===== src/rtl/uart_pkg.sv =====
// Shared UART definitions: receiver FSM encoding, parity sense constants,
// the default bit period for the 27 MHz board clock and a parity helper.
// Imported by uart_receiver and by the future uart_transmitter.
package uart_pkg;

  typedef enum logic [2:0] {
    ST_IDLE   = 3'd0,
    ST_START  = 3'd1,
    ST_DATA   = 3'd2,
    ST_PARITY = 3'd3,
    ST_STOP   = 3'd4,
    ST_BREAK  = 3'd5
  } uart_state_e;

  localparam logic PARITY_EVEN      = 1'b0;
  localparam logic PARITY_ODD_SENSE = 1'b1;

  // 27 MHz / 115200 baud
  localparam int DEFAULT_DELAY_FRAMES = 234;

  // Widest supported data word
  localparam int MAX_DATA_BITS = 9;

  // XOR of all bits of a (zero-extended) data word
  function automatic logic parity_of(input logic [MAX_DATA_BITS-1:0] d);
    return ^d;
  endfunction

endpackage


===== src/rtl/uart_rx_sync.sv =====
// Two-flop synchroniser for the asynchronous serial line.
// Both flops reset to 1 so an idle (high) line is seen during and after reset.
// Ports:
//   clk    in  system clock
//   rst_n  in  asynchronous active-low reset
//   d      in  asynchronous serial input
//   q      out synchronised serial line
module uart_rx_sync (
  input  logic clk,
  input  logic rst_n,
  input  logic d,
  output logic q
);

  logic meta_r;
  logic sync_r;

  // Two-stage synchroniser chain, reset to the idle level
  always_ff @(posedge clk or negedge rst_n) begin
    if (!rst_n) begin
      meta_r <= 1'b1;
      sync_r <= 1'b1;
    end else begin
      meta_r <= d;
      sync_r <= meta_r;
    end
  end

  assign q = sync_r;

endmodule


===== src/rtl/uart_receiver.sv =====
// Parametrised UART receive core with 2-flop input synchroniser,
// false-start rejection, frame/parity/overrun reporting and a
// valid/ready output handshake.
// Optional feature macro: UART_RX_PARITY_EN (one parity bit after the data).
// Ports:
//   clk        in  system clock
//   rst_n      in  asynchronous active-low reset
//   uart_rx    in  serial line, idle high
//   rx_data    out received word (LSB first on the line)
//   rx_valid   out rx_data and error flags valid
//   rx_ready   in  consumer accepts the word when rx_valid && rx_ready
//   frame_err  out first stop bit sampled low (qualified by rx_valid)
//   parity_err out parity mismatch (qualified by rx_valid), 0 without macro
//   overrun    out one-cycle pulse when a completed word is dropped
//   busy       out FSM is not idle
module uart_receiver
  import uart_pkg::*;
#(
  parameter int   DELAY_FRAMES = DEFAULT_DELAY_FRAMES,
  parameter int   DATA_BITS    = 8,
  parameter int   STOP_BITS    = 1,
  parameter logic PARITY_ODD   = PARITY_EVEN
) (
  input  logic                 clk,
  input  logic                 rst_n,
  input  logic                 uart_rx,
  output logic [DATA_BITS-1:0] rx_data,
  output logic                 rx_valid,
  input  logic                 rx_ready,
  output logic                 frame_err,
  output logic                 parity_err,
  output logic                 overrun,
  output logic                 busy
);

  localparam int CW = $clog2(DELAY_FRAMES + 1);
  localparam int IW = $clog2(DATA_BITS + 1);

  localparam logic [CW-1:0] CNT_ONE     = CW'(1);
  localparam logic [CW-1:0] HALF_C      = CW'(DELAY_FRAMES / 2);
  localparam logic [CW-1:0] FULL_C      = CW'(DELAY_FRAMES);
  localparam logic [IW-1:0] IDX_ONE     = IW'(1);
  localparam logic [IW-1:0] LAST_BIT_C  = IW'(DATA_BITS - 1);
  localparam logic          LAST_STOP_C = (STOP_BITS == 2) ? 1'b1 : 1'b0;

  logic rxs_s;

  uart_state_e          state_r,    state_nxt;
  logic [CW-1:0]        cnt_r,      cnt_nxt;
  logic [IW-1:0]        bit_idx_r,  bit_idx_nxt;
  logic                 stop_idx_r, stop_idx_nxt;
  logic [DATA_BITS-1:0] shreg_r,    shreg_nxt;
  logic                 ferr_r,     ferr_nxt;
  logic                 done_s;

  logic [DATA_BITS-1:0] rx_data_r;
  logic                 rx_valid_r;
  logic                 frame_err_r;
  logic                 parity_err_r;
  logic                 overrun_r;
  logic                 busy_r;
  logic                 word_perr_s;

`ifdef UART_RX_PARITY_EN
  logic perr_r, perr_nxt;
`endif

  uart_rx_sync u_sync (
    .clk   (clk),
    .rst_n (rst_n),
    .d     (uart_rx),
    .q     (rxs_s)
  );

  // FSM state and frame datapath registers
  always_ff @(posedge clk or negedge rst_n) begin
    if (!rst_n) begin
      state_r    <= ST_IDLE;
      cnt_r      <= '0;
      bit_idx_r  <= '0;
      stop_idx_r <= 1'b0;
      shreg_r    <= '0;
      ferr_r     <= 1'b0;
    end else begin
      state_r    <= state_nxt;
      cnt_r      <= cnt_nxt;
      bit_idx_r  <= bit_idx_nxt;
      stop_idx_r <= stop_idx_nxt;
      shreg_r    <= shreg_nxt;
      ferr_r     <= ferr_nxt;
    end
  end

`ifdef UART_RX_PARITY_EN
  // Parity error register for the frame in progress
  always_ff @(posedge clk or negedge rst_n) begin
    if (!rst_n) begin
      perr_r <= 1'b0;
    end else begin
      perr_r <= perr_nxt;
    end
  end
`endif

  // Next-state and frame datapath logic; every sample point reloads the
  // bit counter with 1 so samples stay exactly DELAY_FRAMES apart
  always_comb begin
    state_nxt    = state_r;
    cnt_nxt      = cnt_r;
    bit_idx_nxt  = bit_idx_r;
    stop_idx_nxt = stop_idx_r;
    shreg_nxt    = shreg_r;
    ferr_nxt     = ferr_r;
    done_s       = 1'b0;
`ifdef UART_RX_PARITY_EN
    perr_nxt     = perr_r;
`endif
    case (state_r)
      ST_IDLE: begin
        if (!rxs_s) begin
          state_nxt = ST_START;
          cnt_nxt   = CNT_ONE;
          ferr_nxt  = 1'b0;
`ifdef UART_RX_PARITY_EN
          perr_nxt  = 1'b0;
`endif
        end else begin
          state_nxt = ST_IDLE;
        end
      end
      ST_START: begin
        if (cnt_r == HALF_C) begin
          cnt_nxt = CNT_ONE;
          // Line back high at mid start bit: glitch, not a frame
          if (rxs_s) begin
            state_nxt = ST_IDLE;
          end else begin
            state_nxt   = ST_DATA;
            bit_idx_nxt = '0;
          end
        end else begin
          cnt_nxt = cnt_r + CNT_ONE;
        end
      end
      ST_DATA: begin
        if (cnt_r == FULL_C) begin
          cnt_nxt   = CNT_ONE;
          shreg_nxt = {rxs_s, shreg_r[DATA_BITS-1:1]};
          if (bit_idx_r == LAST_BIT_C) begin
            stop_idx_nxt = 1'b0;
`ifdef UART_RX_PARITY_EN
            state_nxt    = ST_PARITY;
`else
            state_nxt    = ST_STOP;
`endif
          end else begin
            bit_idx_nxt = bit_idx_r + IDX_ONE;
          end
        end else begin
          cnt_nxt = cnt_r + CNT_ONE;
        end
      end
`ifdef UART_RX_PARITY_EN
      ST_PARITY: begin
        if (cnt_r == FULL_C) begin
          cnt_nxt   = CNT_ONE;
          perr_nxt  = parity_of(MAX_DATA_BITS'(shreg_r)) ^ rxs_s ^ PARITY_ODD;
          state_nxt = ST_STOP;
        end else begin
          cnt_nxt = cnt_r + CNT_ONE;
        end
      end
`endif
      ST_STOP: begin
        if (cnt_r == FULL_C) begin
          cnt_nxt = CNT_ONE;
          // Only the first stop bit is checked
          if (stop_idx_r == 1'b0) begin
            ferr_nxt = !rxs_s;
          end else begin
            ferr_nxt = ferr_r;
          end
          if (stop_idx_r == LAST_STOP_C) begin
            done_s = 1'b1;
            // Line still low after a framing error: treat as break
            if (ferr_nxt && !rxs_s) begin
              state_nxt = ST_BREAK;
            end else begin
              state_nxt = ST_IDLE;
            end
          end else begin
            stop_idx_nxt = 1'b1;
          end
        end else begin
          cnt_nxt = cnt_r + CNT_ONE;
        end
      end
      ST_BREAK: begin
        if (rxs_s) begin
          state_nxt = ST_IDLE;
        end else begin
          state_nxt = ST_BREAK;
        end
      end
      default: begin
        state_nxt = ST_IDLE;
      end
    endcase
  end

`ifdef UART_RX_PARITY_EN
  assign word_perr_s = perr_r;
`else
  assign word_perr_s = 1'b0;
`endif

  // Output word register with valid/ready handshake and overrun detection
  always_ff @(posedge clk or negedge rst_n) begin
    if (!rst_n) begin
      rx_data_r    <= '0;
      rx_valid_r   <= 1'b0;
      frame_err_r  <= 1'b0;
      parity_err_r <= 1'b0;
      overrun_r    <= 1'b0;
    end else if (done_s) begin
      if (!rx_valid_r || rx_ready) begin
        rx_data_r    <= shreg_r;
        frame_err_r  <= ferr_nxt;
        parity_err_r <= word_perr_s;
        rx_valid_r   <= 1'b1;
        overrun_r    <= 1'b0;
      end else begin
        // Consumer still holds the previous word: drop the new one
        overrun_r <= 1'b1;
      end
    end else begin
      overrun_r <= 1'b0;
      if (rx_valid_r && rx_ready) begin
        rx_valid_r <= 1'b0;
      end else begin
        rx_valid_r <= rx_valid_r;
      end
    end
  end

  // Registered busy flag, aligned with the state register
  always_ff @(posedge clk or negedge rst_n) begin
    if (!rst_n) begin
      busy_r <= 1'b0;
    end else begin
      busy_r <= (state_nxt != ST_IDLE);
    end
  end

  assign rx_data    = rx_data_r;
  assign rx_valid   = rx_valid_r;
  assign frame_err  = frame_err_r;
  assign parity_err = parity_err_r;
  assign overrun    = overrun_r;
  assign busy       = busy_r;

endmodule


===== config.mk =====
export PLATFORM = sky130hd
export DESIGN_NAME = uart_receiver
export DESIGN_NICKNAME = d
export VERILOG_FILES = /design/src/rtl/uart_pkg.sv /design/src/rtl/uart_rx_sync.sv /design/src/rtl/uart_receiver.sv
export SDC_FILE = /design/constraint.sdc
export NUM_CORES = 1
export LEC_CHECK = 0
export BUFFER_PORTS_ARGS = -buffer_cell sky130_fd_sc_hd__buf_2
export CAP_MARGIN = 0
export CORE_ASPECT_RATIO = 1.5
export CORE_MARGIN = 3
export CORE_UTILIZATION = 32
export DETAILED_ROUTE_END_ITERATION = 8
export PLACE_DENSITY_LB_ADDON = 0.08
export SLEW_MARGIN = 5
export SYNTH_ARGS = -nofsm -noshare
export SYNTH_HDL_FRONTEND = slang
export SYNTH_SLANG_ARGS = --single-unit

===== constraint.sdc =====
create_clock -name clk -period 4.25 [get_ports clk]
set_clock_uncertainty 0.2 [all_clocks]
set_input_delay 0.85 -clock clk [delete_from_list [all_inputs] [get_ports clk]]
set_output_delay 0.85 -clock clk [all_outputs]
set_load 0.05 [all_outputs]

==> results of run 1 <==
-- through the flow --
| step | instances | total power, W | instance area, sq um |
|---|---|---|---|
| finish | 242 | 0.000688 | 2060 |
| global route | 242 | 0.000718 | 2060 |
| CTS | 242 | 0.000699 | 2060 |
| detailed placement | 234 | 0.000374 | 1940 |
| global placement | 234 | 0.000374 | 1940 |
| floorplan | 155 | 0.000365 | 1820 |
-- registers in the layout, indices dropped and copies added, names as in the netlist --
| register | flops |
|---|---|
| bit_idx_r | 4 |
| shreg_r | 8 |
| state_r | 3 |
| rx_valid | 1 |
| rx_data | 8 |
| busy | 1 |
| u_sync.meta_r | 1 |
| cnt_r | 8 |
| overrun | 1 |
| u_sync.q | 1 |
| frame_err | 1 |
-- cells by family after synthesis --
logic type,after synthesis,share of synthesized area
and+or+nand+nor,50,0.176
other,1,0.00206
xor gates and xnor gates,2,0.00963
AOI/OAI and AO/OA,30,0.109
buffers and inverters,13,0.0385
adders and majority gates,4,0.0275
muxes,18,0.127
DFF,37,0.510
-- area by class of cell --
| type | instances | area (sq um) | share of cell area |
|---|---|---|---|
| tap | 70 | 87.6 | 0.0426 |
| clock inverter | 2 | 37.5 | 0.0182 |
| sequential | 37 | 928 | 0.451 |
| timing repair buffer | 15 | 75.1 | 0.0365 |
| inverter | 7 | 26.3 | 0.0128 |
| clock buffer | 6 | 82.6 | 0.0401 |
| multi-input combinational | 105 | 821 | 0.399 |
-- final timing paths --
| check | endpoint | from | slack (ns) |
|---|---|---|---|
| setup / recovery | rx_data[2]$_DFFE_PN0P_ | cnt_r[0]$_DFFE_PN0P_ | 1.63 |
| hold / removal | u_sync.q$_DFF_PN1_ | u_sync.meta_r$_DFF_PN1_ | 0.16 |
| setup reg to reg | rx_data[2]$_DFFE_PN0P_ | cnt_r[0]$_DFFE_PN0P_ | 1.63 |
| hold reg to reg | u_sync.q$_DFF_PN1_ | u_sync.meta_r$_DFF_PN1_ | 0.16 |
| max in group asynchronous | bit_idx_r[2]$_DFFE_PN0P_ | rst_n | 2.86 |
| min in group asynchronous | cnt_r[3]$_DFFE_PN0P_ | rst_n | 0.46 |
-- layout by cell type (no fill, tap or decap), types with 2 or more instances in the layout --
master / instances
sky130_fd_sc_hd__nand2_1: 6
sky130_fd_sc_hd__buf_2: 15
sky130_fd_sc_hd__mux2_2: 8
sky130_fd_sc_hd__nor3b_1: 2
sky130_fd_sc_hd__mux2i_1: 2
sky130_fd_sc_hd__nand3_1: 3
sky130_fd_sc_hd__dfstp_2: 2
sky130_fd_sc_hd__a211o_1: 2
sky130_fd_sc_hd__a31oi_1: 4
sky130_fd_sc_hd__o21ai_0: 7
sky130_fd_sc_hd__and3_1: 5
sky130_fd_sc_hd__xor2_1: 2
sky130_fd_sc_hd__nor3_1: 2
sky130_fd_sc_hd__ha_1: 4
sky130_fd_sc_hd__dfrtp_1: 35
sky130_fd_sc_hd__nand3b_1: 2
sky130_fd_sc_hd__clkbuf_8: 6
sky130_fd_sc_hd__mux2_4: 8
sky130_fd_sc_hd__a21oi_1: 7
sky130_fd_sc_hd__nor2_1: 8
sky130_fd_sc_hd__nor3b_2: 2
sky130_fd_sc_hd__or3_1: 3
sky130_fd_sc_hd__nand4_1: 4
sky130_fd_sc_hd__o31ai_1: 2
sky130_fd_sc_hd__or4_1: 2
sky130_fd_sc_hd__inv_1: 7
-- power groups by stage --
stage / Combinational (W) / Sequential, W / Clock, W
finish: 0.0000117 / 0.000355 / 0.000322
global route: 0.0000137 / 0.000355 / 0.000349
CTS: 0.0000124 / 0.000355 / 0.000332
detailed placement: 0.0000123 / 0.000362 / 0
global placement: 0.0000121 / 0.000362 / 0
floorplan: 0.00000420 / 0.000361 / 0
-- routing by layer --
layer,global-route usage,vias to the layer above,wire length [um]
met5,0,-,0
met4,0.0563,0,84
met3,0.0276,9,91
met2,0.231,22,2120
met1,0.151,629,1560
li1,-,596,-
==> metrics.yaml, run 1 <==
outcome:
  run_status: "finished clean"
timing:
  post-route-worst-setup-slack_ns: 1.63
  maxSlewViolCount: 0
  period_share: 0.617
  unrepaired_setup_endpoints_after_global_routing: "false"
  totalNegativeSetupSlack_ns: 0
  setup-violations-final: 0
  clock.fmax_ghz: 0.381
  maxSlewHeadroom: 0.331
  max_slew.worst_pin.slew_ns: 0.999
  fin_hold_ws_ns: 0.157
  finalHoldViolCount: 0
  min_period_ns: 2.62
final_layout:
  post_route_core_utilization: 0.375
  layout-area-overhead-vs-synth_pct: 13.1
  final.fill_count: 548
  final_layout_size_suffix_gt1_frac: 0.297
  antenna_cells_inserted: 0
  final_net_count: 179
run:
  cap_viol_max_count: 0
placed_design:
  port_buffers: 15
  routabilityCongestion: 0.838
  detailedPlace.worstSlack_ns: 1.58
  post-dp-hpwl_um: 2750
critical_path:
  cp_max_fo: 9
  crit_cells: 6
  critPathTopFamily: "simple AND/OR/NAND/NOR gates"
  type_of_destination_of_the_critical_path: "register"
  crit_path_max_incr_delay_ns: 0.84
  buffer_and_inverter_count_on_the_worst_path: 1
  crit_type: "register to register"
  crit_arrival_ns: 2.60
  crit_required_ns: 4.23
  worstPathCellList: "inv_1 > ha_1 > and4bb_2 > nand2_1 > nor3b_2 > mux2_4"
  timing.reg2reg.worst_path_depth: 6
  nature_of_the_critical_path_startpoint: "register"
  critical_path.slowest_cell: "sky130_fd_sc_hd__nor3b_2"
clock_tree:
  ctsResizeCount: 0
  clockRootBuffer: "sky130_fd_sc_hd__clkbuf_8"
  cts_inserted_buffers: 5
  cts.path.max_buffers: 2
  htreeDepth: 2
  cts_num_sinks: 37
  clk-insertion-delay-late_ns: 0.29
  ctsHoldBuffers: 0
  tritoncts: "yes"
  clkTransAtPathRegs_ns: 0.08
  post-cts-setup-buffers: 0
synth:
  post_synth_edffs: 0
  post_synth_inst_count: 155
  synth_largest_area_cell: "sky130_fd_sc_hd__dfrtp_1"
  synth.cells.most_frequent: "sky130_fd_sc_hd__dfrtp_1, sky130_fd_sc_hd__mux2_2, sky130_fd_sc_hd__mux2_4, sky130_fd_sc_hd__nor2_1"
  ys_dominant_reg_cell: "sky130_fd_sc_hd__dfrtp_1"
  ys_types: 48
  synthMostInstantiatedCell: "sky130_fd_sc_hd__dfrtp_1"
  synth.yosys.warnings: 0
  synth.top_cell.area_share: 0.481
  synth-seq-cells: 37
  syn_nets: 163
  post_synth_main_area_contributors: "sky130_fd_sc_hd__dfrtp_1, sky130_fd_sc_hd__mux2_4, sky130_fd_sc_hd__mux2_2"
  async_flop_share: 1.00
  synthesis.area_sq_um: 1820
  post_synth.cell_area_avg_sq_um: 11.7
  ys_seq_area_frac: 0.510
routing:
  detail_route.wirelength_um: 3850
  ant_nets: 0
  detail_route.vias_per_cell: 5.19
  wl_per_cell_um: 15.9
  first_iter_violations: 40
  vias: 1256
  drt_first_pass_iters: 4
  drc: 0
die:
  placementRows: 33
  die_w_um: 67.6
  design.core.area_sq_um: 5490
  ios: 17
  floorplan.initialDensity: 0.331
  design.die.area_sq_um: 6640
  chipHeight_um: 98.3
grt:
  track_usage: 0.133
  overflow: 0
  first_global_vias: 1356
  maximum_number_of_pins_on_one_net_before_global_route_repair: 38
  grt_antenna_before_repair: 0
  grt_first_pass_wirelength_um: 6690
pwr:
  leakage_dissipation_nw: 0.948
  clock_power_share: 0.467
  p_comb_frac: 0.017
  cell_area_power_density_nw_per_um2: 334
  switching_power_w: 0.000142
  irDropWorstVdd_mv: 0.148
  sequentialPowerShare: 0.516
  intPower_w: 0.000546
  switching_part_of_the_total_power: 0.206
min_path:
  holdPathStages: 0
  hp-class: "register to register"
Note: power is estimated with default switching activity, not from simulation.
==> inputs of run 2 (changes only) <==
clock period = 2.39 ns   (was 4.25 ns; I/O delays follow)
==> metrics.yaml, run 2 (synthesized netlist as in run 1, its figures left out) <==
outcome:
  run_status: "finished, violations left"
  failed_checks: "hold timing"
routing:
  vias: 1264  # +0.64%
  drc: 0  # unchanged
  detail_route.wirelength_um: 3750  # -2.5%
  wl_per_cell_um: 15.1  # -5.3%
  first_iter_violations: 79  # +98%
  drt_first_pass_iters: 4  # unchanged
  detail_route.vias_per_cell: 5.08  # -2.2%
  ant_nets: 0  # unchanged
grt:
  grt_busiest_layer: "met2"
  met3_usage: 0.0357  # +0.00806
  globalRouteMet2Util: 0.224  # -0.00750
  track_usage: 0.135  # +0.00208
  met1_usage: 0.159  # +0.00882
  overflow: 0  # unchanged
  grt_first_pass_wirelength_um: 6700  # about the same
  grt_antenna_before_repair: 0  # unchanged
  maximum_number_of_pins_on_one_net_before_global_route_repair: 26  # -32%
  first_global_vias: 1346  # -0.74%
clock_tree:
  tritoncts: "yes"
  clkTransAtPathRegs_ns: 0.08  # about the same
  ctsHoldBuffers: 0  # unchanged
  post-cts-setup-buffers: 0  # unchanged
  clockRootBuffer: "sky130_fd_sc_hd__clkbuf_8"
  ctsResizeCount: 0  # unchanged
  cts_inserted_buffers: 5  # unchanged
  htreeDepth: 2  # unchanged
  clk-insertion-delay-late_ns: 0.29  # about the same
  cts.path.max_buffers: 2  # unchanged
  cts_num_sinks: 37  # unchanged
final_layout:
  final_net_count: 186  # +3.9%
  layout-area-overhead-vs-synth_pct: 15.5
  antenna_cells_inserted: 0  # unchanged
  final_layout_size_suffix_gt1_frac: 0.318  # +0.0219
  post_route_core_utilization: 0.383  # +0.00797
  final_common_cell: "sky130_fd_sc_hd__dfrtp_1"
  layout.cells.most_common_list: "sky130_fd_sc_hd__dfrtp_1, sky130_fd_sc_hd__buf_2, sky130_fd_sc_hd__nor2_1, sky130_fd_sc_hd__mux2_2, sky130_fd_sc_hd__mux2_4"
min_path:
  hp-class: "input pin to async pin"
timing:
  period_share: 0.888  # +0.271
  clock.fmax_ghz: 0.471  # +24%
  unrepaired_setup_endpoints_after_global_routing: "false"
  totalNegativeSetupSlack_ns: 0  # unchanged
  max_slew.worst_pin.slew_ns: 0.575  # -0.423 ns
  finalHoldViolCount: 21  # +21
  maxSlewViolCount: 0  # unchanged
  maxSlewHeadroom: 0.616  # +0.285
  min_period_ns: 2.12  # -0.500 ns
  setup-violations-final: 0  # unchanged
  fin_hold_ws_ns: -0.0179  # -0.175 ns
die:
  chipHeight_um: 98.3  # unchanged
  design.core.area_sq_um: 5490  # unchanged
  floorplan.initialDensity: 0.331  # unchanged
  design.die.area_sq_um: 6640  # unchanged
  die_w_um: 67.6  # unchanged
  ios: 17  # unchanged
  placementRows: 33  # unchanged
critical_path:
  crit_arrival_ns: 2.10  # -0.50 ns
  crit_required_ns: 2.37  # -1.86 ns
  worstSetupEndpoint: "rx_data[7]$_DFFE_PN0P_"
  cp_max_fo: 13  # +4
  worstPathCellList: "or3b_4 > nor3b_2 > buf_4 > mux2_4"
  crit_path_max_incr_delay_ns: 0.60  # -0.24 ns
  type_of_destination_of_the_critical_path: "register"
  crit_path_start: "state_r[2]$_DFF_PN0_"
  launch_instance_of_the_worst_register_to_register_path: "state_r[2]$_DFF_PN0_"
  critical_path.slowest_cell: "sky130_fd_sc_hd__dfrtp_1"
  r2r_setup_slack_ns: 0.27  # -1.36 ns
  crit_type: "register to register"
  timing.rr.end: "rx_data[7]$_DFFE_PN0P_"
  nature_of_the_critical_path_startpoint: "register"
  timing.reg2reg.worst_path_depth: 4  # -2
pwr:
  cell_area_power_density_nw_per_um2: 567  # +70%
  irDropWorstVdd_mv: 0.327  # +120%
  leakage_dissipation_nw: 0.978  # +3.2%
placed_design:
  port_buffers: 15  # unchanged
  post-dp-hpwl_um: 2830  # +2.7%
  routabilityCongestion: 0.816  # -2.6%
run:
  cap_viol_max_count: 0  # unchanged
==> run 2: changes by cell type in the layout (fill, tap and decap cells not counted), sizes merged <==
cell and delta:
clkinvlp -1, clkinv +1, buf +7
==> run 2: metrics by stage <==
step                      std cells  power [W]  cell area [sq um]  setup WS, ns
after CTS                       249    0.00121               2100         0.267
after global routing            249    0.00124               2100         0.186
after global placement          241   0.000669               1990         0.328
final                           249    0.00119               2100         0.267
after floorplan                 155   0.000650               1820         0.421
after detailed placement        241   0.000669               1990         0.280
==> run 2: worst max-delay path: cells and delay by family, from the launching register on <==
family | cells | cell delay, ns
muxes | 1 | 0.32
DFF | 1 | 0.60
buffers and inverters | 1 | 0.24
and+or+nand+nor | 2 | 0.64
==> run 2: how the worst min path moves through the flow <==
stage | from | end | slack (ns) | cells after the start
after detailed placement | u_sync.meta_r$_DFF_PN1_ | u_sync.q$_DFF_PN1_ | 0.15 | 0
after CTS | rst_n | rx_valid$_DFFE_PN0P_ | 0.001 | 1
final | rst_n | rx_valid$_DFFE_PN0P_ | -0.02 | 1
after floorplan | rst_n | bit_idx_r[0]$_DFFE_PN0P_ | -0.02 | 0
after global placement | u_sync.meta_r$_DFF_PN1_ | u_sync.q$_DFF_PN1_ | 0.15 | 0
after global routing | rst_n | frame_err$_DFFE_PN0P_ | 0.02 | 1
==> run 2: layout make-up <==
class,instances,area (sq um)
Clock buffer,6,72.6
Clock inverter,2,38.8
Fill cell,556,3390
Inverter,7,26.3
Multi-Input combinational cell,105,821
Sequential cell,37,928
Tap cell,70,87.6
Timing Repair Buffer,22,128
==> run 2: layer usage <==
metal,wire [um],part of all wire,vias up
li1,-,-,610
met1,1550,0.41,630
met2,2010,0.54,19
met3,115,0.031,5
met4,78,0.021,0
met5,0,0,-
==> run 2: report_power, final <==
part            total, W  internal [W]  switching (W)
clock           0.000537      0.000313       0.000224
sequential      0.000629      0.000629    0.000000635
combinational  0.0000262    0.00000638      0.0000199
